**src/rtl/nes_controller_responder_pkg.sv**
```systemverilog
// Shared constants, state encoding and frame-load helper for the NES/SNES pad responder.
// Build option: define SNES_MODE_EN for the 12-button, 16-bit SNES frame.
package nes_pkg;

  localparam int NES_FRAME_BITS  = 8;
  localparam int SNES_FRAME_BITS = 16;
  localparam logic DATA_RELEASED = 1'b1;

`ifdef SNES_MODE_EN
  localparam int BTN_W      = 12;
  localparam int FRAME_BITS = SNES_FRAME_BITS;
  localparam int BTN_B      = 0;
  localparam int BTN_Y      = 1;
  localparam int BTN_SELECT = 2;
  localparam int BTN_START  = 3;
  localparam int BTN_UP     = 4;
  localparam int BTN_DOWN   = 5;
  localparam int BTN_LEFT   = 6;
  localparam int BTN_RIGHT  = 7;
  localparam int BTN_A      = 8;
  localparam int BTN_X      = 9;
  localparam int BTN_L      = 10;
  localparam int BTN_R      = 11;
`else
  localparam int BTN_W      = 8;
  localparam int FRAME_BITS = NES_FRAME_BITS;
  localparam int BTN_A      = 0;
  localparam int BTN_B      = 1;
  localparam int BTN_SELECT = 2;
  localparam int BTN_START  = 3;
  localparam int BTN_UP     = 4;
  localparam int BTN_DOWN   = 5;
  localparam int BTN_LEFT   = 6;
  localparam int BTN_RIGHT  = 7;
`endif

  typedef enum logic [1:0] {
    IDLE     = 2'd0,
    LATCHED  = 2'd1,
    SHIFTING = 2'd2
  } state_t;

  // Buttons are active-high inside the chip but the wire is active-low; SNES pads
  // pad the frame with released bits (the standard controller ID).
  function automatic logic [FRAME_BITS-1:0] load_frame(input logic [BTN_W-1:0] btn);
`ifdef SNES_MODE_EN
    return {{(FRAME_BITS-BTN_W){DATA_RELEASED}}, ~btn};
`else
    return ~btn;
`endif
  endfunction

endpackage

```
**src/rtl/nes_controller_responder_strobe_synchronizer.sv**
```systemverilog
// Brings an asynchronous host strobe into the clk domain and reports its level and edges.
// Used twice by the responder, once for the latch and once for the host shift clock.
module strobe_synchronizer #(
  parameter int SYNC_STAGES = 2
) (
  input  logic clk,
  input  logic reset,
  input  logic i_async,
  output logic o_level,
  output logic o_rise,
  output logic o_fall
);

  logic [SYNC_STAGES-1:0] r_sync;
  logic                   r_history;

  always_ff @(posedge clk) begin
    if (reset) begin
      r_sync    <= '0;
      r_history <= 1'b0;
    end else begin
      r_sync    <= {r_sync[SYNC_STAGES-2:0], i_async};
      r_history <= r_sync[SYNC_STAGES-1];
    end
  end

  assign o_level = r_sync[SYNC_STAGES-1];
  assign o_rise  = r_sync[SYNC_STAGES-1] & ~r_history;
  assign o_fall  = ~r_sync[SYNC_STAGES-1] & r_history;

endmodule

```
**src/rtl/nes_controller_responder.sv**
```systemverilog
// Device side of the NES controller link: answers host latch/clock polls with the button vector.
// Build option: define SNES_MODE_EN for the 12-button, 16-bit SNES frame.
module nes_controller_responder
  import nes_pkg::*;
#(
  parameter int SYNC_STAGES    = 2,
  parameter int TIMEOUT_CYCLES = 4096
) (
  input  logic             clk,
  input  logic             reset,
  input  logic [BTN_W-1:0] buttons,
  input  logic             nes_latch,
  input  logic             nes_clk,
  output logic             nes_data,
  output logic             busy,
  output logic             frame_done,
  output logic [4:0]       bit_index
);

  localparam int TO_W = $clog2(TIMEOUT_CYCLES + 1);
  localparam logic [TO_W-1:0] TO_LIMIT = TO_W'(TIMEOUT_CYCLES);
  localparam logic [4:0]      LAST_BIT = 5'(FRAME_BITS - 1);

  logic w_latch_level, w_latch_rise, w_latch_fall;
  logic w_clk_rise;

  state_t                r_state, w_state_next;
  logic [FRAME_BITS-1:0] r_shift, w_shift_next;
  logic [4:0]            r_bit_index, w_bit_next;
  logic                  r_frame_done, w_done_next;
  logic [TO_W-1:0]       r_timeout, w_timeout_next;

  strobe_synchronizer #(.SYNC_STAGES(SYNC_STAGES)) u_latch_sync (
    .clk     (clk),
    .reset   (reset),
    .i_async (nes_latch),
    .o_level (w_latch_level),
    .o_rise  (w_latch_rise),
    .o_fall  (w_latch_fall)
  );

  strobe_synchronizer #(.SYNC_STAGES(SYNC_STAGES)) u_clk_sync (
    .clk     (clk),
    .reset   (reset),
    .i_async (nes_clk),
    .o_level (),
    .o_rise  (w_clk_rise),
    .o_fall  ()
  );

  always_ff @(posedge clk) begin
    if (reset) begin
      r_state      <= IDLE;
      r_shift      <= '1;
      r_bit_index  <= '0;
      r_frame_done <= 1'b0;
      r_timeout    <= '0;
    end else begin
      r_state      <= w_state_next;
      r_shift      <= w_shift_next;
      r_bit_index  <= w_bit_next;
      r_frame_done <= w_done_next;
      r_timeout    <= w_timeout_next;
    end
  end

  // The latch always takes priority over a coincident host clock edge, so a
  // restart never also shifts.
  always_comb begin
    w_state_next   = r_state;
    w_shift_next   = r_shift;
    w_bit_next     = r_bit_index;
    w_done_next    = 1'b0;
    w_timeout_next = '0;
    case (r_state)
      IDLE: begin
        if (w_latch_level) begin
          w_state_next = LATCHED;
          w_shift_next = load_frame(buttons);
          w_bit_next   = '0;
        end else if (w_clk_rise) begin
          w_shift_next = {DATA_RELEASED, r_shift[FRAME_BITS-1:1]};
        end
      end
      LATCHED: begin
        w_bit_next = '0;
        if (w_latch_fall) begin
          w_state_next = SHIFTING;
        end else begin
          w_shift_next = load_frame(buttons);
        end
      end
      SHIFTING: begin
        if (w_latch_rise) begin
          w_state_next = LATCHED;
          w_shift_next = load_frame(buttons);
          w_bit_next   = '0;
        end else if (w_clk_rise) begin
          w_shift_next = {DATA_RELEASED, r_shift[FRAME_BITS-1:1]};
          w_bit_next   = r_bit_index + 5'd1;
          if (r_bit_index == LAST_BIT) begin
            w_done_next  = 1'b1;
            w_state_next = IDLE;
          end
        end else if (r_timeout == TO_LIMIT) begin
          w_state_next = IDLE;
          w_shift_next = '1;
        end else begin
          w_timeout_next = r_timeout + 1'b1;
        end
      end
      default: begin
        w_state_next = IDLE;
        w_shift_next = '1;
        w_bit_next   = '0;
      end
    endcase
  end

  assign nes_data   = r_shift[0];
  assign busy       = (r_state != IDLE);
  assign frame_done = r_frame_done;
  assign bit_index  = r_bit_index;

endmodule

```
**config.mk**
```make
export PLATFORM = sky130hd
export DESIGN_NAME = nes_controller_responder
export DESIGN_NICKNAME = d
export VERILOG_FILES = /design/src/rtl/nes_controller_responder_pkg.sv /design/src/rtl/nes_controller_responder_strobe_synchronizer.sv /design/src/rtl/nes_controller_responder.sv
export SDC_FILE = /design/constraint.sdc
export NUM_CORES = 1
export LEC_CHECK = 0
export CORE_MARGIN = 3
export CORE_UTILIZATION = 58
export CTS_BUF_LIST = sky130_fd_sc_hd__clkbuf_4 sky130_fd_sc_hd__clkbuf_8
export DETAILED_ROUTE_END_ITERATION = 6
export PLACE_DENSITY = 0.82
export SETUP_SLACK_MARGIN = 0.3
export SLEW_MARGIN = 20
export SYNTH_ARGS = -nofsm -noshare
export SYNTH_HDL_FRONTEND = slang
export SYNTH_SLANG_ARGS = --single-unit
```
**constraint.sdc**
```tcl
create_clock -name clk -period 2.04 [get_ports clk]
set_input_delay 0.408 -clock clk [delete_from_list [all_inputs] [get_ports clk]]
set_output_delay 0.408 -clock clk [all_outputs]
set_load 0.005 [all_outputs]
```
# Word level (Yosys, flattened, before mapping)
# Cells that the tools add are included.
# word_totals
reg_bits,35
inputBits,12
output_inout_bits,8
wordCells,57
# op_classes
n_addsub,2
eq_ne,11
mux,19
bitwise_logic,9
n_reduce_logical,7
# ops
operator,n
2-to-1 mux 8 bit,6
one-hot mux 8 bit (3 select lines),1
2-to-1 mux 5 bit,3
"adder 13 x 1 -> 13 bit, second input constant",1
"equality test 13 bit, second input constant",1
2-to-1 mux 2 bit,6
one-hot mux 5 bit (2 select lines),1
inverter 8 bit,1
"inequality test 3 x 1 -> 1 bit, second input constant",2
one-hot mux 2 bit (3 select lines),1
"adder 5 x 1 -> 5 bit, second input constant",1
"equality test 5 x 3 -> 1 bit, second input constant",1
inverter 1 bit,5
OR reduction 5 bit,1
"inequality test 2 x 1 -> 1 bit, second input constant",2
"inequality test 4 x 2 -> 1 bit, second input constant",1
"inequality test 4 bit, second input constant",1
AND reduction 4 bit,1
OR reduction 4 bit,1
AND 1 bit,3
AND reduction 3 bit,1
"equality test 2 x 1 -> 1 bit, second input constant",1
"equality test 2 bit, second input constant",1
zero test 2 bit,1
other kinds (4),4

# Depth between registers and ports, before layout
# Gate-level depths: netlist of the first run.
# logic_depth
ltp_word,5
depth_mapped,7
ltp_nobuf,6

# Cells and area by module
# Synthesis of the first run repeated with hierarchy kept, for this count alone.
# unflattened
cells_unflattened,200
hier_area_um2,1732.9
# by_module_without_submodules
mod,n_inst,cells_each,area_each_um2,seq_area_each_um2
nes_controller_responder,1,184,1550.2,580.6
strobe_synchronizer,2,8,91.3,60.1

# Least setup slack after synthesis of the first run
# OpenSTA, ideal clock, no wires.
# synth_path
path_kind,register to register
start,register r_timeout[0]
end,register r_state[0]
setup_time_ps,123
arrival_time_ps,1411
required_ps,1917
path_slack_ps,505
path_stages_with_launch,7
n_path_buf,0
period_less_slack_ps,1535
path_cell_list,dfxtp_1 > inv_1 > ha_1 > nor4b_2 > nand3_1 > a221oi_2 > mux2_1
# synth_via
elab_chain_len,3
# synth_lines
item,line,rtl
from (decl),nes_controller_responder.sv:31,"logic [TO_W-1:0] r_timeout, w_timeout_next;"
from (signal assigned),nes_controller_responder.sv:63,r_timeout <= w_timeout_next;
equality test 13 bit,nes_controller_responder.sv:105,end else if (r_timeout == TO_LIMIT) begin
inequality test 4 x 2 -> 1 bit (no source line),-,
AND reduction 4 bit (no source line),-,
to (signal assigned),nes_controller_responder.sv:59,r_state <= w_state_next;
to (decl),nes_controller_responder.sv:27,"state_t r_state, w_state_next;"
# No other way between the ends.
# A chain may end at the register's enable or synchronous reset.

# Worst setup path in the final report of the first run
# Ends and elaborated chain as after synthesis.

==> results of run 1 <==
-- through the flow --
step	worst slack, ns	utilization, %	cells
after floorplan	0.505	-	207
after global placement	0.343	71.6	264
after detailed placement	0.228	71.6	264
after CTS	0.311	74.0	273
after global routing	0.192	74.4	274
final	0.365	74.4	274
-- where the power goes --
part / switching [W] / total [W] / leakage [nW] / internal (W)
Sequential: 0.0000165 / 0.000724 / 0.286 / 0.000708
Combinational: 0.000125 / 0.000243 / 0.442 / 0.000118
Clock: 0.000208 / 0.000369 / 0.0361 / 0.000161
Total: 0.000350 / 0.00134 / 0.764 / 0.000987
-- cell usage after synthesis (all sizes together) (2+ instances only) --
library cell  instances  area share (%)
and3                  2            0.96
xor2                  5             2.4
xnor2                 5             2.4
nand2b                3             1.0
nand3                 8             2.5
nor4                  3             1.0
ha                    3             2.1
buf                   5             1.7
nor3                  5             2.3
nand2                 9             1.9
a21oi                10             2.8
nand4                 3             1.0
a221oi                2             1.7
nor4b                 2             1.7
nor3b                 2            0.83
a211oi                9             3.7
or3                   7             2.4
inv                   5             1.0
nor2                 29             6.0
mux2i                 9             5.0
a22oi                 8             3.3
nor2b                 8             2.8
dfxtp                35              39
o21ai                 4             1.1
clkbuf                6             1.2
o21bai                7             2.9
nand3b                2            0.83
-- logic make-up after synthesis --
family | Yosys count
and+or+nand+nor | 88
buffers and inverters | 16
muxes | 10
AOI/OAI and AO/OA | 45
xor gates and xnor gates | 10
DFF | 35
adders and majority gates | 3
-- cell type report --
class / instances / area share [%]
Clock buffer: 7 / 2.45
Clock inverter: 1 / 0.234
Inverter: 5 / 0.877
Multi-Input combinational cell: 156 / 48.9
Sequential cell: 35 / 33.1
Tap cell: 42 / 2.45
Timing Repair Buffer: 28 / 12.0
-- sequential cells by signal (all words and copies together), names as in the netlist --
| name | count |
|---|---|
| r_timeout | 13 |
| r_shift | 8 |
| bit_index | 5 |
| r_state | 2 |
| u_clk_sync.r_sync | 2 |
| u_latch_sync.r_sync | 2 |
| frame_done | 1 |
| u_clk_sync.r_history | 1 |
| u_latch_sync.r_history | 1 |
-- how the worst max path moves through the flow --
| stage | slack, ns | from | end |
|---|---|---|---|
| 6_report | 0.36 | r_timeout[0]$_SDFF_PP0_ | r_state[0]$_SDFFE_PP0P_ |
| 5_1_grt | 0.19 | r_timeout[0]$_SDFF_PP0_ | r_state[0]$_SDFFE_PP0P_ |
| 4_1_cts | 0.31 | bit_index[2]$_SDFFE_PP0P_ | bit_index[2] |
| 3_5_place_dp | 0.23 | r_state[0]$_SDFFE_PP0P_ | r_shift[6]$_SDFFE_PP1P_ |
| 3_3_place_gp | 0.34 | r_state[0]$_SDFFE_PP0P_ | r_shift[3]$_SDFFE_PP1P_ |
| 2_1_floorplan | 0.51 | r_timeout[0]$_SDFF_PP0_ | r_state[0]$_SDFFE_PP0P_ |
-- timing repair --
item,4_1_cts,5_1_grt
gates resized for setup,3,4
gates cloned,0,0
pin swaps,0,0
setup endpoints to repair,13,18
setup buffers,1,1
-- critical path, delay by kind of cell, from the launching register on --
family | cells | cell delay, ns
buffers and inverters | 1 | 0.06
AO/OA/AOI/OAI | 1 | 0.33
AND/OR/NAND/NOR | 2 | 0.35
flip-flops | 1 | 0.34
multiplexers | 1 | 0.34
adder cells (fa/ha/maj) | 1 | 0.14
-- routing by layer --
| metal | vias up | GRT usage [%] | wire, um |
|---|---|---|---|
| met5 | - | 0 | 0 |
| met4 | 0 | 5.45 | 20 |
| met1 | 771 | 30.7 | 1880 |
| met3 | 2 | 7.23 | 146 |
| li1 | 798 | - | - |
| met2 | 28 | 37.3 | 1890 |
==> metrics.cfg, run 1 <==
[run_status]
status=completed

[floorplanning]
core_area_sq_mm=0.00288
start_util_pct=63.2
die_w_um=62.0
dieHeight_um=62.0
num_io_pins=20
num_rows=19
die_area_sq_mm=0.00384

[setup_path]
crit_path_end_kind=register
rrSetupSlack_ns=0.36
path_class=reg -> reg
slowest_stage=dfxtp_1
cp.arrival_ns=1.89
slowest_delay_ns=0.34
regToRegStartpoint=r_timeout[0]$_SDFF_PP0_
r2r_cells=6
startpoint_type=register
r2r-end=r_state[0]$_SDFFE_PP0P_
cp_cell_sequence=inv_1 > ha_1 > nor4b_2 > nand3_1 > a221oi_2 > mux2_1
path_max_fanout=4
required_ns=2.25

[route]
wl_um=3930
drtPass1Iterations=4
avgViaCountPerCell=5.84
vias=1599
drt_iter0_markers=128
antenna_left=0
wire_per_inst_um=14.4
drc_errors=0

[grt]
grt_usage_pct=23.3
grt_antenna_before_repair=0
grt_pass1_wl_um=6700
grt_max_degree=23
grt_overflow=0
first_global_vias=1484

[worst_hold_path]
hold_end=u_latch_sync.r_sync[1]$_SDFF_PP0_
whs_path_depth=1
min-delay-start=u_latch_sync.r_sync[0]$_SDFF_PP0_
hold_class=reg -> reg

[synthesis]
ys_seq_area_share_pct=38.5
syn_area_sq_mm=0.00182
synth_area_per_cell_sq_um=8.79
synth_top_family_by_area=simple AND/OR/NAND/NOR gates
yosys_warnings=0
yosys.area_share.simple_pct=27.2
async_reset_ff_share_pct=0
synth_compound_area_share_pct=17.8
synth_cell_types=44
synth_enable_flop_cells=0
synthesis.nets=222
muxShareOfSynthArea_pct=5.57
synthXorXnorAreaFrac_pct=4.81
ys_ff_latch=35
synthCells=207
ys.flop_type=dfxtp_1
synth_fa_ha_area_share_pct=2.06

[finish]
fillers=240
drive_gt1_share_pct=14.2
diodes=0
multi_input_comb_area_sq_mm=0.00105
final_common_cell=dfxtp_1
postLayoutCellArea_sq_mm=0.00214
ff_latch_area_sq_um=708
nets=246
mostFrequentLayoutCells=dfxtp_1 (31), nor2_1 (29), clkdlybuf4s50_1 (18)
area.growth.synth_to_final_pct=17.7

[power]
leakage_nw=0.764
power_density_mw_per_mm2=625
total_power_w=0.00134
ir_drop_v=0.000464

[clock_tree]
path_clk_slew_ns=0.10
hold_buffers=0
clock_path_buffers=2
cts-root-buf=clkbuf_4
htreeDepth=2
numCtsBuffers=5
cts_tree=built
cts.sinks=35
clk_latency_ns=0.32

[sta]
setup_viol=0
skew_ns=0.00291
relSlewSlack_pct=72.8
hold_ws_ns=0.446
fin_crit_ns=1.68
tns_ns=0
slew_violations=0
tightest_slew_ns=0.405
fin_crit_sh_pct=82.1
hold_viol=0
grt_setup_unrepaired=yes
fmax_mhz=597

[flow_run]
max_cap_violations=0

[placed_design]
dpl.hpwl_um=2730
placed_area_sq_mm=0.00206
gp_congestion=0.842
io_buffers=19

Power figures use the tool's default switching activity.
==> run 2, diff against run 1 <==
==> constraint.sdc (replaced) <==
create_clock -name clk -period 1.55 [get_ports clk]
set_input_delay 0.31 -clock clk [delete_from_list [all_inputs] [get_ports clk]]
set_output_delay 0.31 -clock clk [all_outputs]
set_load 0.005 [all_outputs]
==> run 2 against run 1 <==
Net effect:
- the run now ends with negative setup slack left
- largest cell class unchanged
- sequential power up 34%
- utilization rose by 21 points
- clock power is 48% higher
==> metrics.cfg, run 2 (same netlist as run 1, synthesis figures left out) <==
[run_status]
status=finished with violations
violations=negative setup slack

[sta]
hold_ws_ns=0.466  ; +0.0198 ns
setup_viol=26  ; +26
fmax_mhz=577  ; -3.3%
setup_ws_ns=-0.182  ; -0.547 ns
fin_crit_ns=1.73  ; +0.0571 ns
skew_ns=0.0121  ; +0.00921 ns
fin_crit_sh_pct=112  ; +30 points
tightest_slew_ns=0.540  ; +0.135 ns
slew_violations=0  ; unchanged
hold_viol=0  ; unchanged
relSlewSlack_pct=63.6  ; -9.2 points
grt_setup_unrepaired=yes

[setup_path]
rrSetupSlack_ns=-0.18  ; -0.55 ns
crit_path_end_kind=register
cp_cell_sequence=buf_4 > ha_1 > nand2_1 > nor3_1 > xnor2_1 > nor2_4
cp.arrival_ns=1.98  ; +0.09 ns
worstSetupStartpoint=r_timeout[1]$_SDFF_PP0_
r2r-end=r_timeout[8]$_SDFF_PP0_
regToRegStartpoint=r_timeout[1]$_SDFF_PP0_
path_class=reg -> reg
r2r_cells=6  ; unchanged
startpoint_type=register
slowest_delay_ns=0.39  ; +0.05 ns
required_ns=1.80  ; -0.45 ns
path_max_fanout=4  ; unchanged
slowest_stage=dfxtp_2

[placed_design]
io_buffers=19  ; unchanged
pre_cts_slack_ns=-0.137  ; -0.366 ns
dpl.hpwl_um=3130  ; +15%
gp_congestion=0.853  ; +1.3%
place_inst=288  ; +9.1%

[route]
drc_errors=0  ; unchanged
vias=2228  ; +39%
wl_um=8300  ; +110%
drtPass1Iterations=7  ; +3
drt_iter0_markers=487  ; +280%
antenna_left=0  ; unchanged
wire_per_inst_um=26.4  ; +84%
avgViaCountPerCell=7.07  ; +21%

[finish]
nets=287  ; +17%
multi_input_comb_area_sq_mm=0.00123  ; +18%
layout.cells.non_filler=315  ; +15%
regMostFlops=r_timeout
mostFrequentLayoutCells=buf_4 (34), dfxtp_1 (20), nor2_1 (18)
final_common_cell=buf_4
drive_gt1_share_pct=44.0  ; +30 points
ff_latch_area_sq_um=724  ; +2.3%
area.growth.synth_to_final_pct=50.4
fillers=71  ; -70%
diodes=0  ; unchanged
largest_register_ffs=13  ; unchanged

[floorplanning]
dieHeight_um=62.0  ; unchanged
core_area_sq_mm=0.00288  ; unchanged
start_util_pct=63.2  ; unchanged
die_area_sq_mm=0.00384  ; unchanged
num_io_pins=20  ; unchanged
num_rows=19  ; unchanged
die_w_um=62.0  ; unchanged

[grt]
grt_antenna_before_repair=0  ; unchanged
grt_max_degree=22  ; -4.3%
grt_pass1_wl_um=9920  ; +48%
first_global_vias=2059  ; +39%
grt_overflow=0  ; unchanged
grt_usage_pct=35.7  ; +12 points

[clock_tree]
cts_tree=built
numCtsBuffers=5  ; unchanged
clk_latency_ns=0.36  ; +0.04 ns
cts.sinks=35  ; unchanged
cts-root-buf=clkbuf_4
htreeDepth=2  ; unchanged
path_clk_slew_ns=0.12  ; +0.02 ns
clock_path_buffers=2  ; unchanged
hold_buffers=0  ; unchanged

[power]
power_density_mw_per_mm2=744  ; +19%
clock_power_share_pct=26.8  ; -0.8 points
leakage_nw=1.05  ; +37%
switchingPower_w=0.000633  ; +81%
netSwitchingFraction_pct=31.1  ; +5.0 points
seqPwrFrac_pct=47.6  ; -6.6 points
combPwrFrac_pct=25.6  ; +7.4 points
ir_drop_v=0.000804  ; +73%
p_int_w=0.00140  ; +42%

[worst_hold_path]
hold_class=reg -> reg
hold_end=u_clk_sync.r_sync[1]$_SDFF_PP0_
whs_path_depth=1  ; unchanged
min-delay-start=u_clk_sync.r_sync[0]$_SDFF_PP0_

[flow_run]
max_cap_violations=0  ; unchanged

run 2: layout make-up:
type	count	area share, %
multi-input combinational	156	45.0
sequential	35	26.5
timing repair buffer	69	23.8
clock buffer	7	1.92
tap	42	1.92
inverter	5	0.686
clock inverter	1	0.183
run 2: power by group through the flow:
| stage | clock, W | sequential [W] | combinational (W) |
|---|---|---|---|
| 6_report | 0.000546 | 0.000968 | 0.000521 |
| 4_1_cts | 0.000513 | 0.000959 | 0.000423 |
| 3_3_place_gp | 0 | 0.000974 | 0.000366 |
| 2_1_floorplan | 0 | 0.000970 | 0.000235 |
| 5_1_grt | 0.000575 | 0.000970 | 0.000543 |
| 3_5_place_dp | 0 | 0.000977 | 0.000378 |
run 2: how the worst max path moves through the flow:
stage | to | cells after the start | slack [ns]
2_1_floorplan | r_state[0]$_SDFFE_PP0P_ | 6 | 0.02
3_3_place_gp | r_state[0]$_SDFFE_PP0P_ | 6 | -0.02
3_5_place_dp | r_state[0]$_SDFFE_PP0P_ | 6 | -0.14
4_1_cts | r_state[0]$_SDFFE_PP0P_ | 6 | -0.09
5_1_grt | r_shift[1]$_SDFFE_PP1P_ | 5 | -0.33
6_report | r_timeout[8]$_SDFF_PP0_ | 6 | -0.18
run 2: worst max-delay path: cells and delay by family (launching register included):
family,cells,cell delay (ns)
buffers and inverters,1,0.13
adder cells (fa/ha/maj),1,0.24
AND/OR/NAND/NOR,3,0.56
flip-flops,1,0.39
XOR/XNOR,1,0.29
run 2: per-layer routing:
layer / track usage, % / routed length [um] / up-vias
met2: 62.0 / 3780 / 246
li1: - / - / 876
met1: 39.8 / 2800 / 1023
met3: 11.4 / 1070 / 83
met4: 15.2 / 648 / 0
met5: 0 / 0 / -
run 2: what timing repair did:
action / in CTS / in global routing
hold endpoints to repair: 0 / 0
endpoints found under the setup margin: 36 / 37
gates resized for setup: 58 / 30
pin swaps: 10 / 7
setup buffers: 11 / 7
gates cloned: 1 / 0
run 2: metrics by stage:
stage               power (W)  util (%)  TNS [ns]  instance area, sq um
global route          0.00209      95.1     -6.01                  2740
floorplan             0.00121         -         0                  1860
detailed placement    0.00136      80.3    -0.380                  2310
global placement      0.00134      80.3   -0.0225                  2310
CTS                   0.00190      89.7    -0.133                  2580
finish                0.00203      95.1     -3.67                  2740
==> run 3, diff against run 2 <==
--- a/config.mk
+++ b/config.mk
@@ -9,6 +9,7 @@
 export CORE_UTILIZATION = 58
 export CTS_BUF_LIST = sky130_fd_sc_hd__clkbuf_4 sky130_fd_sc_hd__clkbuf_8
 export DETAILED_ROUTE_END_ITERATION = 6
+export HOLD_SLACK_MARGIN = 0.03
 export PLACE_DENSITY = 0.82
 export SETUP_SLACK_MARGIN = 0.3
 export SLEW_MARGIN = 20
==> results of run 3 <==
Final layout, timing and power as in run 2 (identical DEF).
